--- src/rtl/fp_mult_pipe_if.sv ---
// fp_mult_pipe_if: operand/result valid-ready bundle for fp_mult_pipe.
interface fp_mult_pipe_if #(
  parameter int EXP_W = 8,
  parameter int MAN_W = 23
);
  localparam int W = 1 + EXP_W + MAN_W;
  logic in_valid, in_ready, out_valid, out_ready;
  logic [W-1:0] a, b, result;
  modport master (output in_valid, a, b, out_ready, input in_ready, out_valid, result);
  modport slave (input in_valid, a, b, out_ready, output in_ready, out_valid, result);
endinterface

--- src/rtl/fp_mult_pipe.sv ---
// fp_mult_pipe: 3-stage floating-point multiplier with global stall, FTZ inputs/outputs.
// Define FP_MULT_PIPE_RNE_EN for round-to-nearest-even; default truncates.
module fp_mult_pipe #(
  parameter int EXP_W = 8,
  parameter int MAN_W = 23
) (
  input logic clk,
  input logic rst_n,
  fp_mult_pipe_if.slave io_bus
);
  localparam int W = 1 + EXP_W + MAN_W;
  localparam int PW = 2 * (MAN_W + 1);
  localparam int XW = EXP_W + 2;
  localparam int BIAS = 2 ** (EXP_W - 1) - 1;
  localparam int EMAX = 2 ** EXP_W - 1;
`ifdef FP_MULT_PIPE_RNE_EN
  localparam int KW = PW;
`else
  localparam int KW = MAN_W + 2;
`endif
  localparam logic [W-1:0] QNAN = {1'b0, {EXP_W{1'b1}}, 1'b1, {(MAN_W-1){1'b0}}};
  logic [EXP_W-1:0] w_ea, w_eb;
  logic w_za, w_zb, w_ia, w_ib, w_nan, w_sign, w_spec, w_adv;
  logic [W-1:0] w_sres;
  logic r_v1, r_sign1, r_sp1;
  logic [W-1:0] r_sres1;
  logic [MAN_W:0] r_ma1, r_mb1;
  logic [EXP_W-1:0] r_ea1, r_eb1;
  logic r_v2, r_sign2, r_sp2;
  logic [W-1:0] r_sres2;
  logic [KW-1:0] r_prod2, w_prod;
  logic [XW-1:0] r_exp2, w_esum;
  logic r_v3;
  logic [W-1:0] r_res;
  logic w_msb;
  logic [MAN_W-1:0] w_frac;
  logic [MAN_W:0] w_rnd;
  logic [XW-1:0] w_e;
  logic [W-1:0] w_pack;
  assign w_ea = io_bus.a[W-2:MAN_W];
  assign w_eb = io_bus.b[W-2:MAN_W];
  assign w_za = w_ea == '0;
  assign w_zb = w_eb == '0;
  assign w_ia = &w_ea && io_bus.a[MAN_W-1:0] == '0;
  assign w_ib = &w_eb && io_bus.b[MAN_W-1:0] == '0;
  assign w_nan = (&w_ea && |io_bus.a[MAN_W-1:0]) || (&w_eb && |io_bus.b[MAN_W-1:0]) ||
                 (w_ia && w_zb) || (w_ib && w_za);
  assign w_sign = io_bus.a[W-1] ^ io_bus.b[W-1];
  assign w_spec = w_nan || w_ia || w_ib || w_za || w_zb;
  assign w_sres = w_nan ? QNAN :
                  (w_ia || w_ib) ? {w_sign, {EXP_W{1'b1}}, {MAN_W{1'b0}}} :
                  {w_sign, {(W-1){1'b0}}};
  // Only the product bits that rounding actually consumes are kept in S2.
  assign w_prod = KW'((PW'(r_ma1) * PW'(r_mb1)) >> (PW - KW));
  assign w_esum = XW'(r_ea1) + XW'(r_eb1) - XW'(BIAS);
  assign w_msb = r_prod2[KW-1];
  assign w_frac = w_msb ? r_prod2[KW-2 -: MAN_W] : r_prod2[KW-3 -: MAN_W];
`ifdef FP_MULT_PIPE_RNE_EN
  logic [MAN_W:0] w_lo;
  assign w_lo = w_msb ? r_prod2[MAN_W:0] : {r_prod2[MAN_W-1:0], 1'b0};
  assign w_rnd = {1'b0, w_frac} + (MAN_W+1)'(w_lo[MAN_W] && (|w_lo[MAN_W-1:0] || w_frac[0]));
`else
  assign w_rnd = {1'b0, w_frac};
`endif
  // A rounding carry leaves the fraction at zero, so only the exponent moves.
  assign w_e = r_exp2 + XW'(w_msb) + XW'(w_rnd[MAN_W]);
  assign w_pack = (w_e[XW-1] || w_e == '0) ? {r_sign2, {(W-1){1'b0}}} :
                  (w_e >= XW'(EMAX)) ? {r_sign2, {EXP_W{1'b1}}, {MAN_W{1'b0}}} :
                  {r_sign2, w_e[EXP_W-1:0], w_rnd[MAN_W-1:0]};
  assign w_adv = !r_v3 || io_bus.out_ready;
  assign io_bus.in_ready = w_adv;
  assign io_bus.out_valid = r_v3;
  assign io_bus.result = r_res;
  always_ff @(posedge clk or negedge rst_n) begin
    if (!rst_n) begin
      {r_v1, r_sign1, r_sp1, r_sres1, r_ma1, r_mb1, r_ea1, r_eb1} <= '0;
      {r_v2, r_sign2, r_sp2, r_sres2, r_prod2, r_exp2} <= '0;
      {r_v3, r_res} <= '0;
    end else if (w_adv) begin
      r_v1 <= io_bus.in_valid;
      r_sign1 <= w_sign;
      r_sp1 <= w_spec;
      r_sres1 <= w_sres;
      r_ma1 <= {1'b1, io_bus.a[MAN_W-1:0]};
      r_mb1 <= {1'b1, io_bus.b[MAN_W-1:0]};
      r_ea1 <= w_ea;
      r_eb1 <= w_eb;
      r_v2 <= r_v1;
      r_sign2 <= r_sign1;
      r_sp2 <= r_sp1;
      r_sres2 <= r_sres1;
      r_prod2 <= w_prod;
      r_exp2 <= w_esum;
      r_v3 <= r_v2;
      r_res <= r_sp2 ? r_sres2 : w_pack;
    end
  end
endmodule

--- src/flat_wrapper.sv ---
// flat-port wrapper written by rule: the top's interface ports become plain ports
module fp_mult_pipe_flat 
#(
  parameter int EXP_W = 8,
  parameter int MAN_W = 23
)
  (clk, rst_n, io_bus_in_valid, io_bus_a, io_bus_b, io_bus_out_ready, io_bus_in_ready, io_bus_out_valid, io_bus_result);
  fp_mult_pipe_if #(.EXP_W(EXP_W), .MAN_W(MAN_W)) io_bus_i ();
  input logic clk;
  input logic rst_n;
  input wire logic [$bits(io_bus_i.in_valid)-1:0] io_bus_in_valid;
  input wire logic [$bits(io_bus_i.a)-1:0] io_bus_a;
  input wire logic [$bits(io_bus_i.b)-1:0] io_bus_b;
  input wire logic [$bits(io_bus_i.out_ready)-1:0] io_bus_out_ready;
  output wire logic [$bits(io_bus_i.in_ready)-1:0] io_bus_in_ready;
  output wire logic [$bits(io_bus_i.out_valid)-1:0] io_bus_out_valid;
  output wire logic [$bits(io_bus_i.result)-1:0] io_bus_result;
  assign io_bus_i.in_valid = io_bus_in_valid;
  assign io_bus_i.a = io_bus_a;
  assign io_bus_i.b = io_bus_b;
  assign io_bus_i.out_ready = io_bus_out_ready;
  assign io_bus_in_ready = io_bus_i.in_ready;
  assign io_bus_out_valid = io_bus_i.out_valid;
  assign io_bus_result = io_bus_i.result;
  fp_mult_pipe #(.EXP_W(EXP_W), .MAN_W(MAN_W)) u_core (.clk(clk), .rst_n(rst_n), .io_bus(io_bus_i));
endmodule
--- config.mk ---
export PLATFORM = sky130hd
export DESIGN_NAME = fp_mult_pipe_flat
export DESIGN_NICKNAME = d
export VERILOG_FILES = /design/src/rtl/fp_mult_pipe_if.sv /design/src/rtl/fp_mult_pipe.sv /design/src/flat_wrapper.sv
export SDC_FILE = /design/constraint.sdc
export NUM_CORES = 2
export LEC_CHECK = 0
export CORE_MARGIN = 5
export CORE_UTILIZATION = 55
export CTS_CLUSTER_SIZE = 30
export DETAILED_ROUTE_END_ITERATION = 7
export PLACE_DENSITY = 0.78
export SKIP_CTS_REPAIR_TIMING = 1
export SLEW_MARGIN = 20
export SYNTH_ARGS = -nofsm -noshare
export SYNTH_HDL_FRONTEND = slang
export SYNTH_SLANG_ARGS = --single-unit
--- constraint.sdc ---
create_clock -name clk -period 8.1 [get_ports clk]
set_input_delay 1.62 -clock clk [delete_from_list [all_inputs] [get_ports clk]]
set_output_delay 1.62 -clock clk [all_outputs]
set_load 0.03 [all_outputs]
==> Yosys cells after proc, flatten, opt, wreduce, memory -nomap -nowiden <==
Index checks and enable logic that the tools add are counted.
Widths: inputs -> output; s select.
{ "op_classes": {"add_sub_neg": 3, "order_cmp": 1, "mul": 1, "n_bitwise": 1, "n_mux": 6, "reduce_logical": 26} }
{ "op_table": {"columns": ["cell", "n"], "rows": [
  ["$mux 31", 3],
  ["$mux 32", 2],
  ["$mul 24x24->48", 1],
  ["$logic_not 23->1", 2],
  ["$reduce_or 23->1", 2],
  ["$mux 23", 1],
  ["$logic_not 8->1", 2],
  ["$reduce_and 8->1", 2],
  ["$add 10x1->10", 1],
  ["$ge 10x8->1 const B", 1],
  ["$logic_not 10->1", 1],
  ["$logic_or 1x1->1", 10],
  ["$sub 10x7->10 const B", 1],
  ["$add 8x8->9", 1],
  ["$logic_and 1x1->1", 6],
  ["$logic_not 1->1", 1],
  ["$xor 1x1->1", 1]
]} }
{ "totals": {"output_inout_bits": 34, "ff_bits": 202, "in_bits": 68, "wordCells": 54} }

==> Longest topological paths before layout <==
{ "logic_depth": {"word_depth": 9, "ltp_mapped": 26} }

==> Worst setup path after synthesis <==
OpenSTA, ideal clock, no wires.
{ "synth_path": {"kind": "reg2reg", "startpoint": "register u_core.r_mb1[3]", "endpoint": "register u_core.r_prod2[22]", "setup_ns": 0.122, "period_less_slack_ns": 6.645, "arrival_ns": 6.523, "path_buffers": 1, "slack_ns": 1.455, "path_stages_with_launch": 26, "required_time_ns": 7.978, "path_cell_list": "dfrtp_1 clkbuf_1 nand2_1 fa_1 inv_1 fa_1 inv_1 fa_1 inv_1 fa_1 inv_1 fa_1 inv_1 fa_1 inv_1 fa_1 inv_1 ha_1 nand2_1 o31ai_2 a22oi_1 a311o_1 a21oi_2 o21ai_2 or4_1 a32o_1"} }
{ "synth_via": {"elab_chain_len": 1} }
{ "synth_lines": {"columns": ["item", "line", "rtl"], "rows": [
  ["from (decl)", "fp_mult_pipe.sv:27", "logic [MAN_W:0] r_ma1, r_mb1;"],
  ["from (signal assigned)", "fp_mult_pipe.sv:85", "r_mb1 <= {1'b1, io_bus.b[MAN_W-1:0]};"],
  ["$mul 24x24->48", "fp_mult_pipe.sv:54", "assign w_prod = KW'((PW'(r_ma1) * PW'(r_mb1)) >> (PW - KW));"],
  ["to (signal assigned)", "fp_mult_pipe.sv:92", "r_prod2 <= w_prod;"],
  ["to (decl)", "fp_mult_pipe.sv:31", "logic [KW-1:0] r_prod2, w_prod;"]
]} }
No other way between the ends.
A chain may end at the register's enable or synchronous reset.

==> Worst setup path after layout <==
{ "layout_path": {"startpoint": "register u_core.r_mb1[10]", "endpoint": "register u_core.r_prod2[22]"} }
The elaborated chain is that of the path after synthesis.

==> qor.csv <==
metric;value;unit
Slew headroom;0.255;
xor/xnor share of the synthesized area;0.0135;
crit end category;register;
Die Area;50300;sq um
Tmin final;7.51;ns
width of the die;224;um
top cell type's share of synthesized area;0.382;
layout cells sized above 1;0.0268;
Final #Nets;3594;
ANT nets after route;0;
Area contributors post-synth;fa_1 (38%), dfrtp_1 (14%), ha_1 (9.0%);
crit path max-delay cell type;dfrtp_1;
Critical Path AT;7.84;ns
clk buf depth;2;
Setup TNS Final;0;ns
count of final hold-check violations;0;
Worst Clk Skew;0.0156;ns
Setup Crit Path Kind;register to register;
I/O Pins;102;
ys async rst share;1.00;
main combinational cell family by area after synthesis;adder cells;
Synth Instances;2860;
fin. max-slew vios;0;
Synth cell types;76;
crit path to;u_core.r_prod2[22]$_DFFE_PN0P_;
reg2reg path depth;20;
final WL;66300;um
mapped cell area;25200;sq um
largest net degree at the start of global routing;83;
area leader, netlist;fa_1;
total core area;45400;sq um
crit path max fanout;25;
Finished Layout Cells;3473;
clk slew on worst S/H paths;0.06;ns
worst min path class;register to register;
mux cell area share after synthesis;0.0112;
Clk Latency, worst-skew pair;0.45;ns
status;complete, no violations;
DRT Pass-1 Iters;5;
maxcap violations;0;
Ant. Diodes;0;
type of origin of the critical path;register;
final instance area;27200;sq um
Seq cells post-synth;143;
Post-Place Cells;3443;
first-pass GRT wire length;110000;um
final core occ;0.600;
adder-cell share of the synthesized area;0.472;
# rows;78;
EDFF count, synth;0;
Initial Util;0.556;
Clock Sinks;143;
Total GRT Usage;0.273;
reg2reg setup slack;0.59;ns
IO Port Bufs;101;
critical path data required time;8.43;ns
Syn Area/Cell;8.83;sq um
Synth Flop Type;dfrtp_1;
Post-Synth Simple-Gate Area;0.195;
r2r startpoint;u_core.r_mb1[10]$_DFFE_PN0P_;
HPWL Detailed;52900;um
CTS buffer count;17;
fraction of the mapped netlist area in compound gates;0.0597;
average routed wire per standard cell;19.1;um
Top cell by count, worst path;fa_1;
fmax;0.133;GHz
RePlAce Congestion;0.968;
global route overflow;0;
crit-path cells;nand2_1 -> fa_1 -> fa_1 -> inv_1 -> fa_1 -> fa_1 -> fa_1 -> fa_1 -> inv_1 -> fa_1 -> inv_1 -> ha_1 -> nand2_2 -> nor4_4 -> a22oi_1 -> a311o_1 -> a21oi_2 -> o21ai_2 -> or4_1 -> a32o_1;
synthesis warning total;0;
crit-path max cell delay;1.07;ns
RSZ-0062 raised after global routing;false;
Die Ht;224;um
capture instance of the worst register-to-register path;u_core.r_prod2[22]$_DFFE_PN0P_;
vias;19600;
Area Overhead vs Synth;7.79;%
DRC violations left;0;
vias in the first global route;21000;
initial antenna violation count;2;
via-per-instance ratio;5.63;
sequential fraction of the synthesis area;0.142;
crit share post-route;0.927;
Root Buffer;clkbuf_16;
H-tree depth;4;
CTS tree;done;
Net Count, Synth;3591;
CP startpoint;u_core.r_mb1[10]$_DFFE_PN0P_;
DR iter-0 viols;1719;
Final Setup Violations;0;
Worst-Margin Slew;1.12;ns
cell area after placement;26600;sq um
==> worst max-delay path: cells and delay by family (launching register included) <==
kind                       cells  cell delay (ns)
adders and majority gates      8             4.02
AOI/OAI and AO/OA              5             1.10
and+or+nand+nor                4             1.03
buffers and inverters          3             0.14
DFF                            1             1.07
==> layout make-up <==
type | instances | area, sq um
clock buffers | 23 | 478
flip-flops and latches | 143 | 3580
fillers | 3765 | 18200
clock inverters | 6 | 85.1
well taps | 600 | 751
multi-input cells | 2011 | 19000
repair buffers | 130 | 1240
inverters | 560 | 2100
==> cell usage after synthesis (all sizes together) (2+ instances only) <==
master / number
a21oi: 68
nor3: 15
mux2i: 27
or2: 2
o21bai: 6
and2: 296
o21a: 5
a21o: 29
o221ai: 2
nand3: 22
nand4b: 2
nor2b: 4
o2bb2ai: 2
a311oi: 2
or3: 4
a221o: 2
clkbuf: 134
o21ai: 66
a31oi: 4
nor4: 16
nand2b: 3
a41oi: 3
nand2: 582
xor2: 12
ha: 181
fa: 482
a21boi: 2
a2111oi: 2
nor2: 67
o211ai: 5
dfrtp: 143
buf: 12
xnor2: 27
a221oi: 2
inv: 560
a211oi: 11
o31ai: 8
and3: 13
nand4: 16
==> routing by layer <==
metal / share of wire / wire [um] / global-route usage
met1: 0.40 / 26800 / 0.371
met2: 0.47 / 31100 / 0.439
met3: 0.096 / 6380 / 0.0640
met4: 0.030 / 2010 / 0.0888
met5: 0.00021 / 14 / 0
==> state kept, by name, indices dropped and copies added (netlist names), 3 cells and up <==
name,count
u_core.r_prod2,25
u_core.r_ea1,8
u_core.io_bus.result,32
u_core.r_mb1,24
u_core.r_exp2,10
u_core.r_sres2,3
u_core.r_eb1,8
u_core.r_ma1,23
u_core.r_sres1,3
==> worst min path at each step <==
stage | start | endpoint | slack [ns] | cells after the start
2_1_floorplan | u_core.r_v2$_DFFE_PN0P_ | u_core.r_v2$_DFFE_PN0P_ | 0.43 | 2
3_3_place_gp | u_core.r_sres2[22]$_DFFE_PN0P_ | u_core.r_sres2[22]$_DFFE_PN0P_ | 0.45 | 2
3_5_place_dp | u_core.r_sign2$_DFFE_PN0P_ | u_core.r_sign2$_DFFE_PN0P_ | 0.46 | 2
4_1_cts | u_core.r_sign2$_DFFE_PN0P_ | u_core.r_sign2$_DFFE_PN0P_ | 0.47 | 2
5_1_grt | u_core.r_eb1[6]$_DFFE_PN0P_ | u_core.r_eb1[6]$_DFFE_PN0P_ | 0.50 | 2
6_report | u_core.r_sign2$_DFFE_PN0P_ | u_core.r_sign2$_DFFE_PN0P_ | 0.47 | 2
==> per-stage QoR <==
stage                     setup WS, ns  hold WS, ns
after floorplan                   1.45        0.430
after global placement           0.796        0.451
after detailed placement         0.703        0.455
after CTS                        0.669        0.468
after global routing             0.344        0.499
final                            0.589        0.465
==> kinds of logic (layout without fill, tap and decap cells) <==
| group | Yosys count | in the layout |
|---|---|---|
| compound gates | 233 | 233 |
| buf+inv | 706 | 719 |
| mux | 28 | 28 |
| xor+xnor | 39 | 39 |
| flops | 143 | 143 |
| simple gates | 1048 | 1048 |
| fa+ha+maj | 663 | 663 |
==> cell usage in the layout, fill, tap and decap left out, drive strengths merged, types with 3 or more instances in the layout <==
| cell | count |
|---|---|
| nor2 | 67 |
| a41oi | 3 |
| nand3 | 22 |
| a211oi | 11 |
| fa | 482 |
| xnor2 | 27 |
| nor4 | 16 |
| ha | 181 |
| o31ai | 8 |
| a21o | 29 |
| mux2i | 27 |
| buf | 30 |
| o21bai | 6 |
| clkdlybuf4s50 | 100 |
| and3 | 13 |
| and2 | 296 |
| or3 | 4 |
| inv | 560 |
| o21a | 5 |
| nor2b | 4 |
| nand2 | 582 |
| o21ai | 66 |
| o211ai | 5 |
| nor3 | 15 |
| nand2b | 3 |
| a21oi | 68 |
| xor2 | 12 |
| dfrtp | 143 |
| a31oi | 4 |
| clkbuf | 23 |
| nand4 | 16 |
Power is left out: the tool's default activity adds up to more than one toggle a clock period on the data nets, which glitch-free logic cannot reach.
